### src/rtl/game_flow_pkg.sv
// Shared types and constants for the Doodle Jump game-flow controller.
// State codes double as the outstate codes seen by the VGA muxes.
package game_flow_pkg;

  typedef enum logic [2:0] {
    ST_MAIN_MENU  = 3'b000,
    ST_LOADING    = 3'b001,
    ST_GAME       = 3'b010,
    ST_PAUSE      = 3'b011,
    ST_REFRESHING = 3'b100,
    ST_INIT       = 3'b101,
    ST_GAME_OVER  = 3'b110
  } game_state_t;

  localparam logic [2:0] OS_MAIN_MENU  = 3'b000;
  localparam logic [2:0] OS_LOADING    = 3'b001;
  localparam logic [2:0] OS_GAME       = 3'b010;
  localparam logic [2:0] OS_PAUSE      = 3'b011;
  localparam logic [2:0] OS_REFRESHING = 3'b100;
  localparam logic [2:0] OS_INIT       = 3'b101;
  localparam logic [2:0] OS_GAME_OVER  = 3'b110;

  localparam logic [7:0] KEY_SPACE = 8'd44;
  localparam logic [7:0] KEY_ESC   = 8'd41;

  function automatic int unsigned max3(
    input int unsigned a,
    input int unsigned b,
    input int unsigned c
  );
    int unsigned m;
    m = (a > b) ? a : b;
    return (m > c) ? m : c;
  endfunction

endpackage

### src/rtl/game_flow_fsm_frame_tick_gen.sv
// Frame strobe sampler: turns the VGA frame_clk level into a
// single Clock-wide pulse on its rising edge.
module frame_tick_gen (
  input  logic i_clk,
  input  logic i_rst,
  input  logic i_frame_clk,
  output logic o_frame_tick
);

  logic r_frame_prev;

  // remember last cycle's frame_clk level
  always_ff @(posedge i_clk) begin
    if (i_rst) r_frame_prev <= 1'b0;
    else       r_frame_prev <= i_frame_clk;
  end

  assign o_frame_tick = i_frame_clk & ~r_frame_prev;

endmodule

### src/rtl/game_flow_fsm.sv
// Top-level game-flow controller: menu, loading, game, pause,
// refresh and game over, with lives, timers and a refresh watchdog.
module game_flow_fsm
  import game_flow_pkg::*;
#(
  parameter int unsigned LOAD_FRAMES     = 60,
  parameter int unsigned OVER_FRAMES     = 180,
  parameter int unsigned REFRESH_TIMEOUT = 16,
  parameter int unsigned LIVES           = 3,
  parameter logic [7:0]  KEY_START       = KEY_SPACE,
  parameter logic [7:0]  KEY_PAUSE       = KEY_ESC
) (
  input  logic       Clock,
  input  logic       Reset,
  input  logic       frame_clk,
  input  logic [7:0] Keycode,
  input  logic       trigger,
  input  logic       refresh_en,
  input  logic       game_over_trigger,
  output logic [2:0] outstate,
  output logic       loadplat,
  output logic [2:0] lives_left,
  output logic       refresh_err
);

  localparam int unsigned CNT_TOP =
    max3(LOAD_FRAMES, OVER_FRAMES, REFRESH_TIMEOUT);
  localparam int CW = $clog2(CNT_TOP + 1);

  localparam logic [CW-1:0] C_LOAD = CW'(LOAD_FRAMES);
  localparam logic [CW-1:0] C_OVER = CW'(OVER_FRAMES);
  localparam logic [CW-1:0] C_REF  = CW'(REFRESH_TIMEOUT);
  localparam logic [CW-1:0] C_MAX  = {CW{1'b1}};
  localparam logic [2:0]    C_LIVES = 3'(LIVES);

  game_state_t   r_state;
  game_state_t   w_next;
  logic [CW-1:0] r_cnt;
  logic [7:0]    r_key_prev;
  logic [2:0]    r_lives;
  logic          r_err;
  logic          w_frame_tick;
  logic          w_key_press;
  logic          w_start_key;
  logic          w_pause_key;
  logic          w_lives_dec;
  logic          w_set_err;

  frame_tick_gen u_tick (
    .i_clk        (Clock),
    .i_rst        (Reset),
    .i_frame_clk  (frame_clk),
    .o_frame_tick (w_frame_tick)
  );

  assign w_key_press = (Keycode != 8'd0) && (Keycode != r_key_prev);
  assign w_start_key = w_key_press && (Keycode == KEY_START);
  assign w_pause_key = w_key_press && (Keycode == KEY_PAUSE);

  // previous keycode, so a held key fires only once
  always_ff @(posedge Clock) begin
    if (Reset) r_key_prev <= 8'd0;
    else       r_key_prev <= Keycode;
  end

  // state register
  always_ff @(posedge Clock) begin
    if (Reset) r_state <= ST_INIT;
    else       r_state <= w_next;
  end

  // next-state logic plus lives/watchdog side effects
  always_comb begin
    w_next      = r_state;
    w_lives_dec = 1'b0;
    w_set_err   = 1'b0;
    unique case (r_state)
      ST_INIT: w_next = ST_MAIN_MENU;
      ST_MAIN_MENU: begin
        if (w_start_key) w_next = ST_LOADING;
      end
      ST_LOADING: begin
        if (r_cnt == C_LOAD) w_next = ST_GAME;
      end
      ST_GAME: begin
        if (game_over_trigger) begin
          w_lives_dec = 1'b1;
          w_next = (r_lives <= 3'd1) ? ST_GAME_OVER
                                     : ST_LOADING;
        end else if (w_pause_key) begin
          w_next = ST_PAUSE;
        end else if (refresh_en) begin
          w_next = ST_REFRESHING;
        end
      end
      ST_PAUSE: begin
        if (w_key_press) w_next = ST_GAME;
      end
      ST_REFRESHING: begin
        if (trigger) begin
          w_next = ST_GAME;
        end else if (r_cnt == C_REF) begin
          w_next    = ST_GAME;
          w_set_err = 1'b1;
        end
      end
      ST_GAME_OVER: begin
        if (w_pause_key || (r_cnt == C_OVER))
          w_next = ST_INIT;
      end
      default: w_next = ST_INIT;
    endcase
  end

  // frame counter: restarts on each state change, saturates
  always_ff @(posedge Clock) begin
    if (Reset)
      r_cnt <= '0;
    else if (w_next != r_state)
      r_cnt <= '0;
    else if (w_frame_tick && (r_cnt != C_MAX))
      r_cnt <= r_cnt + 1'b1;
  end

  // lives: reload on INIT, decrement on death without underflow
  always_ff @(posedge Clock) begin
    if (Reset)
      r_lives <= C_LIVES;
    else if (r_state == ST_INIT)
      r_lives <= C_LIVES;
    else if (w_lives_dec && (r_lives != 3'd0))
      r_lives <= r_lives - 3'd1;
  end

  // sticky watchdog flag, cleared only by reset or INIT
  always_ff @(posedge Clock) begin
    if (Reset)
      r_err <= 1'b0;
    else if (r_state == ST_INIT)
      r_err <= 1'b0;
    else if (w_set_err)
      r_err <= 1'b1;
  end

  // state code decode for the display muxes
  always_comb begin
    outstate = OS_INIT;
    unique case (r_state)
      ST_MAIN_MENU:  outstate = OS_MAIN_MENU;
      ST_LOADING:    outstate = OS_LOADING;
      ST_GAME:       outstate = OS_GAME;
      ST_PAUSE:      outstate = OS_PAUSE;
      ST_REFRESHING: outstate = OS_REFRESHING;
      ST_INIT:       outstate = OS_INIT;
      ST_GAME_OVER:  outstate = OS_GAME_OVER;
      default:       outstate = OS_INIT;
    endcase
  end

  assign loadplat    = (r_state == ST_LOADING);
  assign lives_left  = r_lives;
  assign refresh_err = r_err;

endmodule

### config.mk
export PLATFORM = sky130hd
export DESIGN_NAME = game_flow_fsm
export DESIGN_NICKNAME = d
export VERILOG_FILES = /design/src/rtl/game_flow_pkg.sv /design/src/rtl/game_flow_fsm_frame_tick_gen.sv /design/src/rtl/game_flow_fsm.sv
export SDC_FILE = /design/constraint.sdc
export NUM_CORES = 1
export LEC_CHECK = 0
export CORE_ASPECT_RATIO = 0.7
export CORE_UTILIZATION = 40
export DETAILED_ROUTE_END_ITERATION = 7
export GPL_TIMING_DRIVEN = 0
export PLACE_DENSITY = 0.59
export SYNTH_ARGS = -nofsm -noshare
export SYNTH_HDL_FRONTEND = slang
export SYNTH_SLANG_ARGS = --single-unit
export TNS_END_PERCENT = 10
### constraint.sdc
create_clock -name Clock -period 4.89 [get_ports Clock]
set_clock_uncertainty 0.2 [all_clocks]
set_input_delay 1.2225 -clock Clock [delete_from_list [all_inputs] [get_ports Clock]]
set_output_delay 1.2225 -clock Clock [all_outputs]
set_load 0.005 [all_outputs]
==> results of run 1 <==
[path summary, 6_finish.rpt]
kind | from | to | slack [ns] | cells past startpoint
setup reg to reg | r_key_prev[6] | r_cnt[0] | 2.56 | 6
setup / recovery | Keycode[6] | r_cnt[0] | 1.39 | 7
hold / removal | refresh_err | refresh_err | 0.29 | 2
hold reg to reg | refresh_err | refresh_err | 0.29 | 2
[worst reg2reg max path: cells and delay by family (launching register included)]
family,cells,cell delay (ns)
XOR/XNOR,1,0.16
AO/OA/AOI/OAI,2,0.51
AND/OR/NAND/NOR,3,1.02
flip-flops,1,0.31
[flip-flops by register name, summed over array words and instances, names as in the netlist]
name	count
lives_left	3
r_key_prev	8
refresh_err	1
r_state	3
r_cnt	8
u_tick.r_frame_prev	1
[layout by cell type, fill, tap and decap left out, drive strengths merged, types with 2 or more instances in the layout]
cell / count
dfxtp: 24
clkdlybuf4s50: 21
xor2: 14
nor2: 12
nor3: 12
nor2b: 11
nand2: 10
clkbuf: 10
a21oi: 7
nand2b: 6
inv: 6
nor4: 6
nand3: 5
ha: 5
o21ai: 5
a211oi: 3
o31a: 2
nor4b: 2
a31oi: 2
and3: 2
nand4: 2
xnor2: 2
[area by class of cell]
type	count	area [sq um]
flip-flops and latches	24	480.5
repair buffers	21	210.2
fillers	316	1533
plain buffers	8	31.28
clock buffers	3	41.29
well taps	47	58.81
inverters	6	22.52
multi-input cells	123	877.1
[power breakdown]
group	total, uW	internal, uW	switching (uW)
Combinational	82.8	37.6	45.2
Clock	119	55.2	64.0
Sequential	207	203	4.04
Total	409	295	113
[per-layer routing]
layer	share of wire [%]	vias up	track usage [%]
li1	-	622	-
met1	52	561	28.28
met2	41	34	28.55
met3	6.0	4	5.039
met4	0.47	0	3.922
met5	0	-	0
[kinds of logic after synthesis]
kind of cell | share of synthesized area [%]
compound gates | 13.65
mux | 0.7092
xor+xnor | 9.929
buf+inv | 3.812
fa+ha+maj | 4.433
simple gates | 33.42
flops | 34.04
[metrics by stage]
stage                     util [%]  instance area [sq um]  total power [uW]  hold WS [ns]  setup slack, ns
after detailed placement     51.63                   1680             293.2        0.2613            1.096
after global routing         52.90                   1722             429.1        0.2972            1.247
after floorplan                  -                   1411             260.9        0.2605            1.896
after global placement       51.63                   1680             292.5        0.2731            1.129
after CTS                    52.90                   1722             411.3        0.2853            1.380
final                        52.90                   1722             408.7        0.2891            1.391
==> metrics.txt, run 1 <==
total negative slack 0 ns; CTS root buf clkbuf_8; Avg Inst Size Synth around 9 sq um; Synth warnings 0; Worst Path Arrival approximately 3.4 ns; worst stage delay on the critical path about 0.50 ns; Row Count 17; VDD IR max between 0.0001 and 0.00015 V; boundary pin count 22; drt drc 0; post-synth top area share 34.04%; starting density of the core a little over two fifths; htree depth 1; GP Congestion between 0.8 and 0.9; gr usage total between 10% and 20%; CP most frequent cell nor4_4; CTS tree built; most common cell in the netlist dfxtp_1; status finished clean; Initial DRC Count 70; Slew @ Worst Pin 0.8421 ns; clk slew on worst S/H paths ~0.080 ns; synth top area cells dfxtp_1, xor2_1, nor2b_1; CP max stage cell nor4_4; Net Count, Synth 180; Yosys top cell by area dfxtp_1; Max Freq between 200 and 300 MHz; first-pass GRT wire length 5513 um; HP Class flip-flop to flip-flop; fin crit period around 3.5 ns; die height 51.70 um; grt ovf 0; Non-Filler Instances roughly 230; via density per instance approximately 5.3; Synth async-reset ratio 0%; LEAKAGE 0.0006225 uW; Area Growth Syn to Fin 21.99%; Layout Nets between 200 and 250; RSZ-0062 raised after global routing false; Worst path top cell family by delay simple AND/OR/NAND/NOR gates; Finish-stage setup viols 0; largest net degree at the start of global routing 13; cts bufs inserted 3; Crit path required time 4.83 ns; Worst Path Buf+Inv 1; top post-synthesis cells by count dfxtp_1, xor2_1, nor2_1, nor3_1, nor2b_1; Core Footprint about 0.0033 sq mm; Gate Count Post-Synth ~160; Primary FF master, synth dfxtp_1; ANT nets after route 0; EDFF count, synth 0; Routed WL roughly 3200 um; Max Root-Sink Buffers 2; register bit count reported by yosys 24; crit-path cells clkdlybuf4s50_1 > xor2_1 > nor4_4 > a211oi_2 > o31a_1 > nor4_4 > nor3_1; Cell variety after synth 42; initial antenna violation count 0; PwrDens about 240 mW/mm^2; share of layout cells above drive strength 1 under 10%; CP endpoint kind flip-flop; synthesized cell area between 0.001 and 0.0015 sq mm; IO buf count 21; maxcap violations 0; Pre-antenna DRT Iters 4; wire length per cell roughly 14 um; clk sink count 24; vias in the first global route approximately 1,100; post-CTS sizing 0; Final period util about 72%; register area share after synthesis about a third; die area about 0.0038 sq mm; CP Class input port to flip-flop; final antenna diode count 0; final hold violation count 0; worst skew pair latency ~0.27 ns; CP max FO 8; Inst Count DP about 230; Worst setup SP type input port; hold_buf cts 0; post-CTS setup buffer count 0; width of the die 73.00 um; Rel. slew slack roughly 43%; routed vias 1,221; pins over their slew limit 0; hpwl dp about 2500 um
Power figures use the tool's default switching activity.
==> run 2: changes to the inputs <==
--- a/config.mk
+++ b/config.mk
@@ -9,7 +9,7 @@
 export CORE_UTILIZATION = 40
 export DETAILED_ROUTE_END_ITERATION = 7
 export GPL_TIMING_DRIVEN = 0
-export PLACE_DENSITY = 0.59
+export PLACE_DENSITY = 0.62
 export SYNTH_ARGS = -nofsm -noshare
 export SYNTH_HDL_FRONTEND = slang
 export SYNTH_SLANG_ARGS = --single-unit
==> constraint.sdc (replaced) <==
create_clock -name Clock -period 2.83 [get_ports Clock]
set_clock_uncertainty 0.2 [all_clocks]
set_input_delay 0.7075 -clock Clock [delete_from_list [all_inputs] [get_ports Clock]]
set_output_delay 0.7075 -clock Clock [all_outputs]
set_load 0.005 [all_outputs]
==> metrics.txt, run 2 (synthesis results as in run 1) <==
final hold violation count 0 (unchanged); die area 0.003773 sq mm (unchanged); via density per instance 5.234 (was 5.263); HP Class flip-flop to flip-flop (unchanged); area of the multi-input gates 895.9 sq um (was 877.1 sq um); CP max stage cell clkdlybuf4s50_1 (was nor4_4); Seq. cell area 480.5 sq um (unchanged); crit-path cells clkdlybuf4s50_1 > xor2_1 > nor4_4 > a211oi_2 > o31a_1 > nor4_4 > buf_6 > nor3_1 (was clkdlybuf4s50_1 > xor2_1 > nor4_4 > a211oi_2 > o31a_1 > nor4_4 > nor3_1); Core Footprint 0.003254 sq mm (unchanged); final antenna diode count 0 (unchanged); grt ovf 0 (unchanged); Finish-stage setup viols 0 (unchanged); vias in the first global route 1,121 (was 1,127); CTS root buf clkbuf_8 (unchanged); clk slew on worst S/H paths 0.08 ns (about the same); boundary pin count 22 (unchanged); Inst Count DP 229 (unchanged); Sequential Power Share 50.4% (was 50.6%); maxcap violations 0 (unchanged); CP Class input port to flip-flop (unchanged); pins over their slew limit 0 (unchanged); VDD IR max 0.0002354 V (was 0.0001350 V); Rel. slew slack 45.71% (was 43.07%); Pre-antenna DRT Iters 4 (unchanged); total negative slack 0 ns (unchanged); Hold Slack 0.3011 ns (was 0.2891 ns); Initial DRC Count 79 (was 70); Psw 195.7 uW (was 113.3 uW); utilization of the core after routing 54.59% (was 52.90%); ANT nets after route 0 (unchanged); share of layout cells above drive strength 1 9.043% (was 6.486%); Max Root-Sink Buffers 2 (unchanged); status finished clean (unchanged); initial antenna violation count 0 (unchanged); hpwl dp 2425 um (was 2476 um); PwrDens 398.8 mW/mm^2 (was 237.4 mW/mm^2); Area Growth Syn to Fin 25.89% (was 21.99%); Layout Nets 209 (was 206); cts bufs inserted 3 (unchanged); most frequent cells in the layout dfxtp_1, clkdlybuf4s50_1, xor2_1 (unchanged); post-layout instance area 0.001777 sq mm (was 0.001722 sq mm); CTS tree built (unchanged); Top Registers r_cnt: 8 flops, r_key_prev: 8 flops (unchanged); worst skew pair latency 0.27 ns (about the same); htree depth 1 (unchanged); Max Freq approximately 370 MHz; worst stage delay on the critical path 0.48 ns (was 0.50 ns); switch share 27.61% (was 27.72%); Worst Path Arrival 2.68 ns (was 3.43 ns); Row Count 17 (unchanged); logic gate share of total power 20.9% (was 20.3%); first-pass GRT wire length 5471 um (was 5513 um); Crit path required time 2.79 ns (was 4.83 ns); starting density of the core 43.37% (unchanged); Worst setup SP type input port (unchanged); placed instance area 0.001680 sq mm (unchanged); CP endpoint kind flip-flop (unchanged); GP Congestion 0.8871 (was 0.8360); CP max FO 8 (unchanged); LEAKAGE 0.0006781 uW (was 0.0006225 uW); fin crit period 2.719 ns; width of the die 73.00 um (unchanged); Final period util between 90% and 100%; Routed WL 3191 um (was 3224 um); CP most frequent cell nor4_4 (unchanged); routed vias 1,230 (was 1,221); Slew @ Worst Pin 0.8031 ns (was 0.8421 ns); drt drc 0 (unchanged); gr usage total 19.43% (about the same); Clk network pwr share 28.8% (was 29.2%); Filler cells 321 (was 316); largest net degree at the start of global routing 13 (unchanged); IO buf count 21 (unchanged); most common cell after layout, fill and taps aside dfxtp_1 (unchanged); wire length per cell 13.58 um (was 13.90 um); Pint 512.9 uW (was 295.4 uW); die height 51.70 um (unchanged); Non-Filler Instances 235 (was 232); clk sink count 24 (unchanged)
==> run 2: cell types whose count changed in the layout (fill, tap and decap cells not counted), sizes merged <==
cell | previous run | this run
dlymetal6s2s | 0 | 4
clkdlybuf4s50 | 21 | 17
buf | 1 | 4
==> run 2: worst max-delay path, delay by kind of cell <==
kind                   cells  cell delay, ns
AND/OR/NAND/NOR            3            0.66
buffers and inverters      2            0.64
AO/OA/AOI/OAI              2            0.45
XOR/XNOR                   1            0.22
==> run 2: cell type report <==
cell class,instances,area share [%]
multi-input combinational,123,50.42
inverter,6,1.268
timing repair buffer,24,13.87
sequential,24,27.04
clock buffer,3,2.324
tap,47,3.310
buffer,8,1.761
==> run 2: power groups by stage <==
stage	combinational [uW]	clock, uW	sequential (uW)
3_3_place_gp	140	0	364
2_1_floorplan	87.5	0	363
4_1_cts	145	214	357
5_1_grt	162	228	358
6_report	148	204	357
3_5_place_dp	141	0	365
==> run 2: through the flow <==
step	total power [uW]	worst slack, ns
2_1_floorplan	450.7	0.3513
3_3_place_gp	504.2	-0.3759
3_5_place_dp	505.5	-0.3938
4_1_cts	715.8	0.0009488
5_1_grt	748.9	-0.02724
6_report	708.6	0.1106
==> run 2: what timing repair did <==
item | in CTS | in global routing
buffers inserted | 2 | 1
pin swaps | 2 | 4
hold buffers | 0 | 0
resized for setup | 1 | 8
cloned | 0 | 0
setup endpoints to repair | 8 | 10
==> run 2: metal layers <==
layer	up-vias	share of wire (%)	routed length (um)	GRT usage (%)
met5	-	0	0	0
met3	7	7.8	250	5.039
met4	0	1.3	40	5.882
li1	628	-	-	-
met1	557	51	1621	28.10
met2	38	40	1279	27.93
==> run 2: worst paths after layout <==
path | cells past startpoint | slack, ns | from | to
hold / removal | 2 | 0.30 | refresh_err | refresh_err
setup reg to reg | 9 | 0.62 | lives_left[1] | r_cnt[1]
hold reg to reg | 2 | 0.30 | refresh_err | refresh_err
setup / recovery | 8 | 0.11 | Keycode[7] | r_cnt[1]
==> run 3: changes to the inputs <==
--- a/config.mk
+++ b/config.mk
@@ -5,6 +5,7 @@
 export SDC_FILE = /design/constraint.sdc
 export NUM_CORES = 1
 export LEC_CHECK = 0
+export CAP_MARGIN = 20
 export CORE_ASPECT_RATIO = 0.7
 export CORE_UTILIZATION = 40
 export DETAILED_ROUTE_END_ITERATION = 7
@@ -13,4 +14,4 @@
 export SYNTH_ARGS = -nofsm -noshare
 export SYNTH_HDL_FRONTEND = slang
 export SYNTH_SLANG_ARGS = --single-unit
-export TNS_END_PERCENT = 10
+export TNS_END_PERCENT = 5
==> constraint.sdc (replaced) <==
create_clock -name Clock -period 2.5 [get_ports Clock]
set_clock_uncertainty 0.2 [all_clocks]
set_input_delay 0.625 -clock Clock [delete_from_list [all_inputs] [get_ports Clock]]
set_output_delay 0.625 -clock Clock [all_outputs]
set_load 0.005 [all_outputs]
==> metrics.txt, run 3 (synthesis results as in run 1) <==
GP Congestion 0.8871 (unchanged); LEAKAGE 0.0006582 uW (was 0.0006781 uW); PwrDens 453.4 mW/mm^2 (was 398.8 mW/mm^2); CP most frequent cell nor4_4 (unchanged); area of the multi-input gates 899.6 sq um (was 895.9 sq um); largest net degree at the start of global routing 13 (unchanged); Filler cells 322 (was 321); hpwl dp 2425 um (unchanged); VDD IR max 0.0002658 V (was 0.0002354 V); placed instance area 0.001680 sq mm (unchanged); first-pass GRT wire length 5520 um (was 5471 um); utilization of the core after routing 54.21% (was 54.59%); share of layout cells above drive strength 1 10.11% (was 9.043%); crit-path cells dlygate4sd2_1 > xor2_1 > nor4_4 > a211oi_2 > o31a_1 > nor4_4 > buf_6 > nor3_1 (was clkdlybuf4s50_1 > xor2_1 > nor4_4 > a211oi_2 > o31a_1 > nor4_4 > buf_6 > nor3_1); htree depth 1 (unchanged); Max Freq just over 400 MHz; IO buf count 21 (unchanged); die area 0.003773 sq mm (unchanged); CP endpoint kind flip-flop (unchanged); HP Class flip-flop to flip-flop (unchanged); Crit path required time 2.46 ns (was 2.79 ns); starting density of the core 43.37% (unchanged); vias in the first global route 1,130 (was 1,121); Max Root-Sink Buffers 2 (unchanged); RSZ-0062 raised after global routing true; Seq. cell area 480.5 sq um (unchanged); fin crit period 2.479 ns; CP Class input port to flip-flop (unchanged); final hold violation count 0 (unchanged); worst skew pair latency 0.27 ns (about the same); Finish-stage setup viols 0 (unchanged); Rel. slew slack 45.76% (was 45.71%); CP max FO 8 (unchanged); Initial DRC Count 72 (was 79); ANT nets after route 0 (unchanged); total negative slack 0 ns (unchanged); die height 51.70 um (unchanged); boundary pin count 22 (unchanged); initial antenna violation count 0 (unchanged); clk sink count 24 (unchanged); wire length per cell 13.51 um (was 13.58 um); Pre-antenna DRT Iters 4 (unchanged); CP max stage cell nor4_4 (was clkdlybuf4s50_1); drt drc 0 (unchanged); Worst setup SP type input port (unchanged); Area Growth Syn to Fin 25.00% (was 25.89%); Slew @ Worst Pin 0.8023 ns (was 0.8031 ns); post-layout instance area 0.001764 sq mm (was 0.001777 sq mm); Row Count 17 (unchanged); Worst Path Arrival 2.44 ns (was 2.68 ns); Layout Nets 209 (unchanged); Worst path top cell family by delay simple AND/OR/NAND/NOR gates (unchanged); final antenna diode count 0 (unchanged); maxcap violations 0 (unchanged); worst stage delay on the critical path 0.36 ns (was 0.48 ns); pins over their slew limit 0 (unchanged); Core Footprint 0.003254 sq mm (unchanged); gr usage total 19.64% (was 19.43%); cts bufs inserted 3 (unchanged); hold_buf cts 0 (unchanged); clk slew on worst S/H paths 0.08 ns (about the same); routed vias 1,211 (was 1,230); CTS tree built (unchanged); via density per instance 5.153 (was 5.234); width of the die 73.00 um (unchanged); CTS root buf clkbuf_8 (unchanged); Worst Path Buf+Inv 2 (unchanged); most frequent cells in the layout dfxtp_1, xor2_1, clkdlybuf4s50_1 (was dfxtp_1, clkdlybuf4s50_1, xor2_1); Top Registers r_cnt: 8 flops, r_key_prev: 8 flops (unchanged); status finished clean (unchanged); Routed WL 3174 um (was 3191 um); grt ovf 0 (unchanged); most common cell after layout, fill and taps aside dfxtp_1 (unchanged); Final period util between 90% and 100%
==> run 3: cell count changes in the layout (fill, tap and decap cells not counted) <==
cell / previous run / this run
dlygate4sd2_1: 0 / 7
clkdlybuf4s50_1: 17 / 13
dlymetal6s2s_1: 4 / 0
clkbuf_1: 7 / 5
clkbuf_2: 0 / 2
a21oi_1: 6 / 7
a21oi_2: 1 / 0
clkdlybuf4s15_1: 0 / 1
xor2_1: 14 / 13
xor2_2: 0 / 1
==> run 3: routing by layer <==
layer / vias up / wire length (um) / share of wire, % / track usage [%]
li1: 626 / - / - / -
met5: - / 0 / 0 / 0
met2: 27 / 1270 / 40 / 28.24
met3: 7 / 160 / 5.0 / 5.039
met4: 0 / 40 / 1.3 / 5.882
met1: 551 / 1703 / 54 / 28.45
==> run 3: timing repair <==
| action | in CTS | in global routing |
|---|---|---|
| pin swaps | 5 | 1 |
| endpoints found under the setup margin | 10 | 13 |
| buffers inserted | 3 | 0 |
| gates resized for setup | 11 | 7 |
==> run 3: power by group <==
part | switching [uW] | internal (uW) | total (uW) | leakage (uW)
combinational | 91.3 | 73.8 | 165 | 0.000440
clock | 123 | 108 | 231 | 0.0000216
sequential | 7.98 | 396 | 404 | 0.000197
==> run 3: worst paths after layout <==
check	start	end	slack, ns	cells after the start
max	Keycode[0]	r_cnt[1]	0.02	8
min	refresh_err	refresh_err	0.30	2
max reg2reg	lives_left[1]	r_cnt[1]	0.31	9
min reg2reg	refresh_err	refresh_err	0.30	2
==> run 3: per-stage QoR <==
stage / instances / power, uW / setup slack [ns] / hold WS, ns
floorplan: 161 / 510.2 / 0.1038 / 0.2605
global placement: 229 / 570.8 / -0.6234 / 0.2718
detailed placement: 229 / 572.2 / -0.6413 / 0.2793
CTS: 235 / 808.0 / 0.01263 / 0.3077
global route: 235 / 845.6 / -0.04846 / 0.3196
finish: 235 / 799.8 / 0.02051 / 0.3029
==> run 3: cell type report <==
| class | instances | share of cell area, % |
|---|---|---|
| buffer | 8 | 1.915 |
| tap | 47 | 3.333 |
| multi-input combinational | 123 | 50.99 |
| clock buffer | 3 | 2.340 |
| sequential | 24 | 27.23 |
| inverter | 6 | 1.277 |
| timing repair buffer | 24 | 12.91 |
==> run 3: worst reg2reg max path, stage by stage, from the launching register on <==
cell	delay [ns]
dfxtp_1	0.41
inv_1	0.08
ha_1	0.19
nand2b_1	0.13
o21ai_0	0.31
nor2_1	0.10
o31a_1	0.15
nor4_4	0.29
buf_6	0.16
nor3_1	0.05
